## config.mk

```make
export PLATFORM = sky130hd
export DESIGN_NAME = chroma_skin_segmenter
export DESIGN_NICKNAME = d
export VERILOG_FILES = /design/src/rtl/chroma_skin_segmenter.sv
export SDC_FILE = /design/constraint.sdc
export NUM_CORES = 1
export LEC_CHECK = 0
export CAP_MARGIN = 40
export CORE_MARGIN = 2
export CORE_UTILIZATION = 50
export CTS_CLUSTER_DIAMETER = 50
export CTS_CLUSTER_SIZE = 25
export DETAILED_ROUTE_END_ITERATION = 8
export GPL_ROUTABILITY_DRIVEN = 0
export GPL_TIMING_DRIVEN = 1
export PLACE_DENSITY = 0.84
export SLEW_MARGIN = 20
export SYNTH_ARGS = -nofsm -noshare
export SYNTH_HDL_FRONTEND = slang
export SYNTH_SLANG_ARGS = --single-unit
export TNS_END_PERCENT = 20
```

## constraint.sdc

```tcl
create_clock -name clock -period 3.1 [get_ports clock]
set_input_delay 0.775 -clock clock [delete_from_list [all_inputs] [get_ports clock]]
set_output_delay 0.775 -clock clock [all_outputs]
set_load 0.02 [all_outputs]
```

## src/rtl/chroma_skin_segmenter.sv

```systemverilog
// rtl/chroma_skin_segmenter.sv - Cb/Cr window skin classifier with aligned RGB, per-frame skin count; optional CHROMA_SKIN_OVERLAY_EN
module chroma_skin_segmenter #(
  parameter int                    bitwidth      = 8,
  parameter int                    count_width   = 20,
  parameter logic [3*bitwidth-1:0] overlay_color = 24'h00FF00
) (
  input  logic                   clock,
  input  logic                   reset_n,
  input  logic                   pix_valid,
  input  logic                   sof,
  input  logic                   eof,
  input  logic [bitwidth-1:0]    cb_in,
  input  logic [bitwidth-1:0]    cr_in,
  input  logic [bitwidth-1:0]    red_in,
  input  logic [bitwidth-1:0]    green_in,
  input  logic [bitwidth-1:0]    blue_in,
  input  logic [bitwidth-1:0]    cb_min,
  input  logic [bitwidth-1:0]    cb_max,
  input  logic [bitwidth-1:0]    cr_min,
  input  logic [bitwidth-1:0]    cr_max,
  output logic                   mask_out,
  output logic                   mask_valid,
  output logic [bitwidth-1:0]    red_out,
  output logic [bitwidth-1:0]    green_out,
  output logic [bitwidth-1:0]    blue_out,
  output logic [count_width-1:0] skin_count,
  output logic                   count_valid,
  output logic                   frame_active
);

  typedef enum logic [1:0] {IDLE, ACTIVE, REPORT} state_t;

  logic                   s1_valid;
  logic                   s1_sof;
  logic                   s1_eof;
  logic                   s1_cb_ok;
  logic                   s1_cr_ok;
  logic [bitwidth-1:0]    s1_red;
  logic [bitwidth-1:0]    s1_green;
  logic [bitwidth-1:0]    s1_blue;
  logic [3*bitwidth-1:0]  s1_rgb_sel;
  logic                   s2_sof;
  logic                   s2_eof;

  state_t                 state;
  state_t                 state_nxt;
  logic [count_width-1:0] counter;
  logic [count_width-1:0] counter_nxt;
  logic [count_width-1:0] counter_inc;
  logic                   load_report;

`ifdef CHROMA_SKIN_OVERLAY_EN
  // Skin pixels are painted with the overlay colour on their way into stage 2.
  assign s1_rgb_sel = (s1_cb_ok & s1_cr_ok) ? overlay_color : {s1_red, s1_green, s1_blue};
`else
  assign s1_rgb_sel = {s1_red, s1_green, s1_blue};
  wire unused_overlay = ^overlay_color;
`endif

  // Stage 1: window compares; an inverted window (min > max) can never pass both bounds.
  always_ff @(posedge clock or negedge reset_n) begin
    if (!reset_n) begin
      s1_valid <= 1'b0;
      s1_sof   <= 1'b0;
      s1_eof   <= 1'b0;
      s1_cb_ok <= 1'b0;
      s1_cr_ok <= 1'b0;
      s1_red   <= '0;
      s1_green <= '0;
      s1_blue  <= '0;
    end else begin
      s1_valid <= pix_valid;
      s1_sof   <= pix_valid & sof;
      s1_eof   <= pix_valid & eof;
      if (pix_valid) begin
        s1_cb_ok <= (cb_in >= cb_min) && (cb_in <= cb_max);
        s1_cr_ok <= (cr_in >= cr_min) && (cr_in <= cr_max);
        s1_red   <= red_in;
        s1_green <= green_in;
        s1_blue  <= blue_in;
      end
    end
  end

  // Stage 2: mask and RGB update only on valid pixels so they hold across gaps.
  always_ff @(posedge clock or negedge reset_n) begin
    if (!reset_n) begin
      mask_valid <= 1'b0;
      mask_out   <= 1'b0;
      s2_sof     <= 1'b0;
      s2_eof     <= 1'b0;
      red_out    <= '0;
      green_out  <= '0;
      blue_out   <= '0;
    end else begin
      mask_valid <= s1_valid;
      s2_sof     <= s1_sof;
      s2_eof     <= s1_eof;
      if (s1_valid) begin
        mask_out                       <= s1_cb_ok & s1_cr_ok;
        {red_out, green_out, blue_out} <= s1_rgb_sel;
      end
    end
  end

  // Frame state register.
  always_ff @(posedge clock or negedge reset_n) begin
    if (!reset_n) begin
      state <= IDLE;
    end else begin
      state <= state_nxt;
    end
  end

  // Next state and counter; the report value is latched on entry to REPORT so it is visible with the pulse.
  always_comb begin
    state_nxt   = state;
    counter_nxt = counter;
    load_report = 1'b0;
    counter_inc = (counter == {count_width{1'b1}}) ? counter : counter + count_width'(mask_out);
    case (state)
      IDLE, REPORT: begin
        if (mask_valid && s2_sof) begin
          counter_nxt = count_width'(mask_out);
          if (s2_eof) begin
            state_nxt   = REPORT;
            load_report = 1'b1;
          end else begin
            state_nxt = ACTIVE;
          end
        end else if (state == REPORT) begin
          state_nxt = IDLE;
        end
      end
      ACTIVE: begin
        if (mask_valid) begin
          counter_nxt = s2_sof ? count_width'(mask_out) : counter_inc;
          if (s2_eof) begin
            state_nxt   = REPORT;
            load_report = 1'b1;
          end
        end
      end
      default: state_nxt = IDLE;
    endcase
  end

  // Running counter and the held per-frame result.
  always_ff @(posedge clock or negedge reset_n) begin
    if (!reset_n) begin
      counter    <= '0;
      skin_count <= '0;
    end else begin
      counter <= counter_nxt;
      if (load_report) begin
        skin_count <= counter_nxt;
      end
    end
  end

  assign count_valid  = (state == REPORT);
  assign frame_active = (state == ACTIVE);

endmodule

```

==> reports/qor.yml, run 1 <==
std_cell_rows: 38
maxCapViolations: 0
synth-adder-area-share: 0.0808
die_area_um2: 11700
cts.sinks: 99
synthDistinctLibCells: 68
routed_wirelength_um: 12800
fp.dieW_um: 108
yosys_warnings: 0
syn_inst: 509
drive_above_1_share: 0.169
syn_area_per_cell_um2: 10.6
yosys.area.top_type: "dfrtp_1"
synth.area.mux_share: 0.114
timing.final.max_slew_violations: 0
antenna_left: 0
yosysSeqAreaShare: 0.457
avgViaCountPerCell: 5.78
port_buffers: 124
hpwl_um: 9860
yosys.area.top_type_share: 0.457
syn_area_um2: 5420
postPlaceCellArea_um2: 6790
fmax_ghz: 0.395
grt_pass1_vias: 4595
crit_arrival_ps: 1760
cp-start-kind: "flop"
critPathKind: "reg2out"
numCtsBuffers: 9
num_vias: 4473
power.total_mw: 3.06
syn_to_final_growth_pct: 28.8
synthTopCellsByArea: "dfrtp_1 46%, mux2_2 11%, ha_1 8.1%"
period_minus_slack_ps: 2530
setup_tns_ps: 0
ios: 125
worstPathMaxFanout: 9
skew_ps: 11.4
design_area_um2: 6980
synth_edf_count: 0
tightest_slew_ps: 753
setup_viol: 0
num_antenna_cells: 0
synthArstFlopShare: 1.00
start_util: 0.506
dr.first_iter.drc_count: 236
ys_ff_latch: 99
syn-num-nets: 621
cts-resized-gates: 0
yosys.area_share.simple: 0.150
pwr_density_cell_nw_per_um2: 439
drc_errors: 0
grt_max_degree: 53
rsz0062_at_grt: "false"
h-tree-depth: 3
ir_worst_vdd_mv: 0.227
synth-xor-area-share: 0.00647
grt_pass1_wl_um: 21400
synth_top_family_by_area: "simple AND/OR/NAND/NOR gates"
postCtsSetupBuffers: 0
min_path_type: "reg2reg"
clock_latency_ps: 370
period_share: 0.816
fp.dieH_um: 108
end_kind: "output pin"
fin_nets: 741
synth_flop_cell: "dfrtp_1"
cts_root_buffer: "clkbuf_8"
antenna_found_initial: 0
required_ps: 2320
clkTransAtPathRegs_ps: 90
cellLeakagePower_nw: 3.02
grt_overflow: 0
clockBufferDepth: 2
finalHoldViolCount: 0
cts_tree: "yes"
track_usage: 0.230
core_area_um2: 10700
cts_hold_buf: 0
slew_headroom: 0.498
synth_compound_area_frac: 0.140
status: "finished clean"
wl_per_cell_um: 16.6
dr.pass1.iters: 6
[power by group]
part	switching, mW	leakage [nW]	internal [mW]
Combinational	0.393	1.67	0.404
Clock	0.465	0.0950	0.305
Sequential	0.0812	1.25	1.41
[Yosys cell counts (all sizes together), types with 3 or more instances]
master    n
dfrtp    99
mux2     54
nand2    45
inv      41
ha       35
a21oi    25
nand3    23
o21ai    19
nor2     18
a31oi    15
buf      14
nor3     12
clkbuf   11
nand4     9
o31ai     9
and3      6
nor2b     6
and4      5
or3       5
and2      4
o2111ai   4
a2bb2oi   3
a311oi    3
a41oi     3
o211ai    3
xnor2     3
[sequential cells by signal, indices dropped and copies added, names as in the netlist]
register    flops
skin_count     20
mask_valid      1
s1_blue         8
state           2
green_out       8
s1_red          8
red_out         8
s1_eof          1
s1_cr_ok        1
s2_sof          1
blue_out        8
s1_valid        1
mask_out        1
s1_green        8
s2_eof          1
s1_cb_ok        1
counter        20
s1_sof          1
[cells in the final DEF (no fill, tap or decap), types with 3 or more instances in the layout]
cell             synthesis  routed
a2bb2oi_1                3       3
o211ai_1                 3       3
nand4_1                  8       8
a21oi_1                 25      25
o2111ai_1                4       4
and2_1                   3       3
o21ai_0                 12      12
o31ai_1                  6       6
or3_1                    3       3
nand3_2                  5       5
inv_6                    0       4
nand2_1                 45      45
ha_1                    35      35
and4_1                   4       4
nor2_1                  17      17
o21ai_1                  7       7
clkbuf_8                 0       9
nor2b_1                  6       6
o31ai_2                  3       3
nor3_1                  11      11
and3_1                   6       6
xnor2_1                  3       3
nand3_1                 18      18
a31oi_1                 12      12
clkdlybuf4s50_1          0     123
dfrtp_1                 99      99
inv_1                   39      39
a41oi_1                  3       3
buf_4                    3       9
mux2_2                  54      54
[cells by family after synthesis]
kind of cell,Yosys count
AND/OR/NAND/NOR,147
AO/OA/AOI/OAI,103
flip-flops,99
buffers and inverters,66
multiplexers,55
adder cells (fa/ha/maj),35
XOR/XNOR,4
[cell type report]
| cell class | instances | area [um^2] |
|---|---|---|
| well taps | 140 | 175 |
| repair buffers | 134 | 1320 |
| multi-input cells | 344 | 2660 |
| clock buffers | 9 | 124 |
| inverters | 41 | 154 |
| fillers | 835 | 3720 |
| clock inverters | 7 | 57.6 |
| flip-flops and latches | 99 | 2480 |
[final timing paths]
path,startpoint,to,slack [ps],depth (start not counted)
setup / recovery,state[0]$_DFFE_PN0P_,frame_active,570,3
hold / removal,s1_sof$_DFF_PN0_,s2_sof$_DFF_PN0_,360,0
setup reg to reg,counter[12]$_DFF_PN0_,skin_count[15]$_DFFE_PN0P_,800,5
hold reg to reg,s1_sof$_DFF_PN0_,s2_sof$_DFF_PN0_,360,0
max in group asynchronous,reset_n,counter[2]$_DFF_PN0_,1980,2
min in group asynchronous,reset_n,counter[3]$_DFF_PN0_,430,1
[through the flow]
step,hold slack (ps),util,std cells,setup WS (ps)
CTS,362,0.652,773,578
global route,366,0.652,774,501
floorplan,331,-,509,1080
global placement,339,0.635,757,563
detailed placement,341,0.635,757,488
finish,359,0.652,774,570
[layer usage]
metal / share of wire / vias to the layer above / GRT usage / wire length, um
met5: 0 / - / 0 / 0
met4: 0.019 / 0 / 0.0778 / 248
met3: 0.095 / 26 / 0.0766 / 1220
met2: 0.49 / 203 / 0.397 / 6310
met1: 0.39 / 2151 / 0.270 / 5040
li1: - / 2093 / - / -
[worst max-delay path, stage by stage, from the launching register on]
cell and delay (ps):
dfrtp_1 490, nand2b_1 140, inv_2 130, clkdlybuf4s50_1 620
No activity file was read; power rests on OpenSTA's default activity.
==> inputs of run 2 (changes only) <==
Clock period 3.1 ns to 2.44 ns, I/O delays scaled along.
==> run 2 against run 1 <==
- cell count rose by 0.39%
- sequential power up 28%
- combinational power up 27%
- count of clock-buffer cells in the layout unchanged
- critical path type unchanged
- largest cell class unchanged
- largest power group unchanged
==> reports/qor.yml, run 2 (same netlist as run 1, synthesis figures left out) <==
avgViaCountPerCell: 5.85
drc_errors: 0
skew_ps: 8.41
largestRegisters: "counter: 20 flops, skin_count: 20 flops"
maxCapViolations: 0
grt_overflow: 0
grt_max_degree: 45
cts_root_buffer: "clkbuf_8"
status: "finished clean"
dr.first_iter.drc_count: 353
wl_per_cell_um: 16.8
finalHoldViolCount: 0
grt_pass1_wl_um: 21900
final_common_cell: "clkdlybuf4s50_1"
ir_worst_vdd_mv: 0.336
slew_headroom: 0.603
dp.cells: 762
antenna_left: 0
hold_ws_ps: 193
cts.sinks: 99
p_clk_frac: 0.262
p_int_mw: 2.78
num_vias: 4547
fp.dieH_um: 108
crit_arrival_ps: 1710
required_ps: 1830
power.share.switching: 0.295
syn_to_final_growth_pct: 29.5
num_antenna_cells: 0
hpwl_um: 10000
combinationalPowerShare: 0.255
dr.pass1.iters: 6
numCtsBuffers: 9
grt_pass1_vias: 4647
clkTransAtPathRegs_ps: 90
cp-start-kind: "flop"
min_path_type: "in2async"
switchingPower_mw: 1.16
antenna_found_initial: 0
setup_viol: 0
fmax_ghz: 0.430
clock_latency_ps: 370
period_minus_slack_ps: 2320
clockBufferDepth: 2
fin_nets: 745
drive_above_1_share: 0.174
port_buffers: 124
std_cell_rows: 38
end_kind: "output pin"
pwr-share-seq: 0.482
track_usage: 0.238
critPathKind: "reg2out"
start_util: 0.506
ios: 125
pwr_density_cell_nw_per_um2: 562
routed_wirelength_um: 13100
fin_cells: 777
cellLeakagePower_nw: 3.04
postCtsSetupBuffers: 0
fp.dieW_um: 108
core_area_um2: 10700
worstPathMaxFanout: 5
cts_tree: "yes"
timing.final.max_slew_violations: 0
period_share: 0.952
die_area_um2: 11700
h-tree-depth: 3
tightest_slew_ps: 596
rsz0062_at_grt: "false"
layout_common_cells: "123 x clkdlybuf4s50_1, 98 x dfrtp_1, 54 x mux2_2, 45 x nand2_1, 39 x inv_1"
power.total_mw: 3.94
==> run 2: critical path: stages, from the launching register on <==
cell	delay (ps)
dfrtp_1	400
nand2b_1	180
inv_2	130
clkdlybuf4s50_1	620
==> run 2: layout make-up <==
class | instances | area (um^2)
multi-input combinational | 344 | 2660
clock buffer | 9 | 124
fill | 839 | 3680
timing repair buffer | 138 | 1360
inverter | 41 | 154
sequential | 99 | 2480
tap | 140 | 175
clock inverter | 6 | 65.1
==> run 2: path summary, 6_finish.rpt <==
check                                          start                         end  slack (ps)  cells past startpoint
worst max-delay path            state[1]$_DFFE_PN0P_                frame_active         120                      3
worst min-delay path                         reset_n       s1_red[7]$_DFFE_PN0P_         190                      1
worst max register to register  counter[0]$_DFF_PN0_   skin_count[9]$_DFFE_PN0P_         260                      6
worst min register to register      s1_sof$_DFF_PN0_            s2_sof$_DFF_PN0_         350                      0
max in group asynchronous                    reset_n  skin_count[12]$_DFFE_PN0P_        1630                      2
min in group clock                  s1_sof$_DFF_PN0_            s2_sof$_DFF_PN0_         350                      0
==> run 2: repair_timing <==
item,CTS,global route
hold buffers,0,0
setup endpoints to repair,0,1
resized for setup,0,1
==> run 2: metal layers <==
metal / vias to the layer above / part of all wire / wire (um) / global-route usage
li1: 2099 / - / - / -
met1: 2183 / 0.37 / 4870 / 0.277
met2: 223 / 0.51 / 6630 / 0.415
met3: 42 / 0.092 / 1200 / 0.0669
met4: 0 / 0.027 / 357 / 0.0971
met5: - / 0 / 0 / 0
==> run 2: through the flow <==
step	instance area, um^2	worst slack (ps)	setup TNS, ps	util
after floorplan	5420	423	0	-
after global placement	6830	68.3	0	0.638
after detailed placement	6830	-24.5	-24.5	0.638
after CTS	7020	65.8	0	0.656
after global routing	7020	40.0	0	0.656
final	7020	117	0	0.656
==> run 2: power groups by stage <==
stage          logic (mW)  registers (mW)  clock network (mW)
2_1_floorplan       0.408            2.02                   0
3_3_place_gp        0.971            1.92                   0
3_5_place_dp         1.00            1.93                   0
4_1_cts              1.01            1.90                1.06
5_1_grt              1.09            1.93                1.13
6_report             1.01            1.90                1.03
==> inputs of run 3 (changes only) <==
Settings changed: HOLD_SLACK_MARGIN set to 0.08.
==> results of run 3 <==
No change in the layout: final DEF, timing and power equal those of run 2.
